==> config.mk <==
export PLATFORM = sky130hd
export DESIGN_NAME = ksa
export DESIGN_NICKNAME = d
export VERILOG_FILES = /design/src/rtl/ksa.sv
export SDC_FILE = /design/constraint.sdc
export NUM_CORES = 1
export LEC_CHECK = 0
export CAP_MARGIN = 15
export CORE_MARGIN = 4
export CORE_UTILIZATION = 55
export DETAILED_ROUTE_END_ITERATION = 6
export PLACE_DENSITY = 0.8
export REMOVE_ABC_BUFFERS = 1
export SLEW_MARGIN = 5
export SYNTH_ARGS = -nofsm -noshare
export SYNTH_HDL_FRONTEND = slang
export SYNTH_SLANG_ARGS = --single-unit
==> constraint.sdc <==
create_clock -name clk -period 4.8 [get_ports clk]
set_input_delay 0.96 -clock clk [delete_from_list [all_inputs] [get_ports clk]]
set_output_delay 0.96 -clock clk [all_outputs]
set_load 0.03 [all_outputs]
==> src/rtl/ksa.sv <==
// ARC4 key-scheduling controller: permutes S[] in s_mem using the secret key.
// One iteration = read S[i], read S[j], write S[i], write S[j] (6 cycles).
module ksa #(
  parameter int KEY_BYTES = 3
) (
  input  logic                   clk,
  input  logic                   rst_n,
  input  logic                   en,
  output logic                   rdy,
  input  logic [8*KEY_BYTES-1:0] key,
  output logic [7:0]             addr,
  input  logic [7:0]             rddata,
  output logic [7:0]             wrdata,
  output logic                   wren
);

  localparam int KW = (KEY_BYTES > 1) ? $clog2(KEY_BYTES) : 1;

  typedef enum logic [2:0] {IDLE, RD_I, WT_I, RD_J, WT_J, WR_I, WR_J} state_t;

  state_t                 state, state_nx;
  logic [8*KEY_BYTES-1:0] key_q;
  logic [7:0]             i, j, si, sj;
  logic [KW-1:0]          kidx;
  logic [7:0]             j_nx;

  // Key byte k is taken big-endian: byte 0 is the most significant byte.
  function automatic logic [7:0] key_byte(input logic [8*KEY_BYTES-1:0] k,
                                          input logic [KW-1:0] idx);
    logic [8*KEY_BYTES-1:0] sh;
    sh = k >> (8 * (KEY_BYTES - 1 - int'(idx)));
    return sh[7:0];
  endfunction

  // Next j; only consumed at the end of WT_I, when rddata holds S[i].
  always_comb begin
    j_nx = j + rddata + key_byte(key_q, kidx);
  end

  // State register.
  always_ff @(posedge clk or negedge rst_n) begin
    if (!rst_n) state <= IDLE;
    else        state <= state_nx;
  end

  // Next-state logic: fixed six-state loop per iteration, exit after i==255.
  always_comb begin
    state_nx = state;
    case (state)
      IDLE:    if (en) state_nx = RD_I;
      RD_I:    state_nx = WT_I;
      WT_I:    state_nx = RD_J;
      RD_J:    state_nx = WT_J;
      WT_J:    state_nx = WR_I;
      WR_I:    state_nx = WR_J;
      WR_J:    state_nx = (i == 8'd255) ? IDLE : RD_I;
      default: state_nx = IDLE;
    endcase
  end

  // Datapath and registered outputs: each transition loads the outputs of the
  // state being entered, so addr/wrdata/wren are glitch-free register outputs.
  always_ff @(posedge clk or negedge rst_n) begin
    if (!rst_n) begin
      rdy    <= 1'b1;
      addr   <= '0;
      wrdata <= '0;
      wren   <= 1'b0;
      i      <= '0;
      j      <= '0;
      si     <= '0;
      sj     <= '0;
      kidx   <= '0;
      key_q  <= '0;
    end else begin
      case (state)
        IDLE: begin
          wren <= 1'b0;
          if (en) begin
            key_q <= key;
            i     <= '0;
            j     <= '0;
            kidx  <= '0;
            rdy   <= 1'b0;
            addr  <= '0;
          end
        end
        RD_I: begin
          addr <= i;
          wren <= 1'b0;
        end
        WT_I: begin
          si   <= rddata;
          j    <= j_nx;
          addr <= j_nx;
        end
        WT_J: begin
          sj     <= rddata;
          addr   <= i;
          wrdata <= rddata;
          wren   <= 1'b1;
        end
        WR_I: begin
          addr   <= j;
          wrdata <= si;
          wren   <= 1'b1;
        end
        WR_J: begin
          wren <= 1'b0;
          if (i == 8'd255) begin
            rdy <= 1'b1;
          end else begin
            i    <= i + 8'd1;
            addr <= i + 8'd1;
            kidx <= (kidx == KW'(KEY_BYTES - 1)) ? '0 : kidx + 1'b1;
          end
        end
        default: ;
      endcase
    end
  end

endmodule

==> impl_metrics.env <==
export IMPL_grt_met1_usage_pct=28.1
export IMPL_dieArea_um2=8540
export IMPL_grt_pass1_vias=2890
export IMPL_cts_resized=0
export IMPL_postCtsHoldBufs=0
export IMPL_whs_ns=0.477
export IMPL_max_freq_ghz=0.236
export IMPL_synth_seq_cells=71
export IMPL_clock_skew_final_ns=0.00896
export IMPL_viasPerCell=5.74
export IMPL_die_y_um=92.4
export IMPL_slowest_stage="dfrtp_1"
export IMPL_crit_path_start_kind="flip-flop"
export IMPL_yosysSeqAreaShare_pct=45.4
export IMPL_dp_cells=500
export IMPL_synth_edf_count=0
export IMPL_drive_gt1_share_pct=14.3
export IMPL_cts_setup_buffers=0
export IMPL_fillCellCount=514
export IMPL_place_congestion=0.929
export IMPL_max_stage_delay_ns=0.58
export IMPL_critPathMaxFanout=14
export IMPL_crit_arrival_ns=4.48
export IMPL_antenna_found_initial=0
export IMPL_synth_cell_area_um2=3920
export IMPL_maxSlewViolCount=0
export IMPL_crit_type="reg -> reg"
export IMPL_synthFlopType="dfrtp_1"
export IMPL_cts_buffers_inserted=9
export IMPL_num_vias=2964
export IMPL_final_cells=516
export IMPL_rows=30
export IMPL_hpwlAfterDp_um=6290
export IMPL_drt_iter0_markers=206
export IMPL_cts_tree="done"
export IMPL_maxCapViolCount=0
export IMPL_tightest_slew_ns=0.912
export IMPL_ctsRootBufferMaster="clkbuf_8"
export IMPL_grt_pass1_wl_um=14300
export IMPL_yosys_cell_types_count=49
export IMPL_synth_cells=372
export IMPL_finalPower_mw=3.63
export IMPL_top_usage_layer="met2"
export IMPL_outcome="finished, final reports clean"
export IMPL_top_level_ports=53
export IMPL_min_delay_path_class="reg -> reg"
export IMPL_clkTransAtPathRegs_ns=0.08
export IMPL_gr_usage_met3_pct=5.20
export IMPL_clock_sinks=71
export IMPL_slew_headroom_pct=39.2
export IMPL_initial_core_util_pct=57.0
export IMPL_fin_crit_ns=4.25
export IMPL_setup_viol=0
export IMPL_p_per_area_nw_per_um2=771
export IMPL_n_antenna_cell=0
export IMPL_path_cells="inv_1 -> ha_1 -> and2_1 -> nand2_1 -> o21ai_0 -> nand2b_1 -> fa_1 -> inv_1 -> ha_1 -> fa_1 -> a21o_1 -> a221oi_2 -> xnor3_1 -> a22o_1"
export IMPL_h_tree_depth=3
export IMPL_ant_nets=0
export IMPL_fin_crit_sh_pct=88.4
export IMPL_drcViolationCount=0
export IMPL_core_area_um2=6870
export IMPL_grt_max_degree=41
export IMPL_hold_viol=0
export IMPL_die_w_um=92.4
export IMPL_clockBufferDepth=2
export IMPL_clkLatencyLatePin_ns=0.35
export IMPL_critPathRequiredTime_ns=5.04
export IMPL_yosysWarnings=0
export IMPL_gr_total_overflow=0
export IMPL_firstDrtPassIters=5
export IMPL_grt_use_total_pct=21.6
export IMPL_syn_area_per_cell_um2=10.5
export IMPL_ir_drop_mv=0.375
export IMPL_syn_to_final_growth_pct=20.0
export IMPL_routed_wirelength_um=8590
export IMPL_nets=468
export IMPL_async_flop_share_pct=100
export IMPL_cp_end_kind="flip-flop"
export IMPL_tns_ns=0
export IMPL_rsz0062_at_grt="false"
export IMPL_port_buffers=52
export IMPL_drt_wirelength_per_cell_um=16.6
export IMPL_gr_usage_met2_pct=34.9
export IMPL_p_leak_nw=2.12
-- final cells by class --
| class | count | area, um2 | share of cell area, % |
|---|---|---|---|
| Multi-Input combinational cell | 269 | 1990 | 42.3 |
| Sequential cell | 71 | 1780 | 37.8 |
| Timing Repair Buffer | 55 | 538 | 11.4 |
| Clock buffer | 10 | 138 | 2.93 |
| Tap cell | 96 | 120 | 2.55 |
| Clock inverter | 6 | 108 | 2.29 |
| Inverter | 9 | 33.8 | 0.718 |
-- metrics by stage --
step,worst slack [ns],cell area (um2),util (%)
after floorplan,0.985,3800,-
after global placement,0.787,4460,64.9
after detailed placement,0.660,4460,64.9
after CTS,0.577,4700,68.5
after global routing,0.351,4700,68.5
final,0.554,4700,68.5
-- state kept, by name (all words and copies together) (netlist names) --
| register | flops |
|---|---|
| addr | 8 |
| key_q | 24 |
| i | 8 |
| wren | 1 |
| wrdata | 8 |
| kidx | 2 |
| si | 8 |
| state | 3 |
| rdy | 1 |
| j | 8 |
-- cells by family after synthesis --
group | after synthesis | synth area share (%)
simple gates | 107 | 12.7
mux | 55 | 15.1
xor+xnor | 9 | 2.36
fa+ha+maj | 18 | 7.28
compound gates | 80 | 13.3
buf+inv | 32 | 3.90
flops | 71 | 45.4
-- worst max-delay path, delay by kind of cell (launching register included) --
kind / cells / cell delay (ns)
compound gates: 4 / 0.82
xor+xnor: 1 / 0.38
fa+ha+maj: 4 / 1.69
buf+inv: 2 / 0.13
flops: 1 / 0.58
simple gates: 3 / 0.54
-- metal layers --
| layer | up-vias | share of wire [%] | wire [um] |
|---|---|---|---|
| met2 | 116 | 49 | 4210 |
| li1 | 1397 | - | - |
| met1 | 1431 | 43 | 3670 |
| met5 | - | 0 | 0 |
| met3 | 20 | 6.1 | 520 |
| met4 | 0 | 2.3 | 195 |
-- power breakdown --
| part | internal (mW) | switching [mW] |
|---|---|---|
| combinational | 0.923 | 1.02 |
| sequential | 0.843 | 0.260 |
| clock | 0.357 | 0.227 |
-- path summary, 6_finish.rpt --
check	from	end	slack [ns]	cells after the start
max	kidx[0]$_DFFE_PN0P_	j[7]$_DFFE_PN0P_	0.55	14
min	wrdata[0]$_DFFE_PN0P_	wrdata[0]$_DFFE_PN0P_	0.48	2
max reg2reg	kidx[0]$_DFFE_PN0P_	j[7]$_DFFE_PN0P_	0.55	14
min reg2reg	wrdata[0]$_DFFE_PN0P_	wrdata[0]$_DFFE_PN0P_	0.48	2
max in group asynchronous	rst_n	i[3]$_DFFE_PN0P_	3.19	2
min in group asynchronous	rst_n	si[2]$_DFFE_PN0P_	0.66	1
-- cells in the mapped netlist, drive strengths merged, types with 2 or more instances --
library cell	instances	share of area (%)
fa	8	4.1
a21oi	21	2.7
nand4b	2	0.45
o31ai	2	0.38
o22ai	5	0.80
nand3	11	1.4
nand4	3	0.48
clkbuf	4	0.42
mux2	32	9.2
ha	10	3.2
a21o	5	0.96
inv	9	0.86
o21ai	22	2.8
a221o	2	0.51
nor2	29	3.0
a22o	8	1.8
o211ai	4	0.89
a22oi	3	0.57
buf	19	2.6
xnor2	4	0.89
nand3b	2	0.70
dfrtp	70	45
a211o	2	0.45
nor2b	2	0.32
nand2b	2	0.32
xor2	4	0.89
nand2	48	4.6
mux2i	23	5.9
and3	3	0.48
-- cell usage in the layout, fill, tap and decap left out, types with 4 or more instances in the layout --
cell and instances:
inv_1 8, nor2_1 26, xnor2_1 4, a21oi_1 21
ha_1 10, clkbuf_8 10, mux2_2 32, nand2_1 48
o22ai_1 5, fa_1 8, clkdlybuf4s50_1 51, o21ai_0 22
xor2_1 4, a22o_1 8, a21o_1 5, mux2i_1 23
nand3_1 11, dfrtp_1 70
Power figures use the tool's default switching activity.
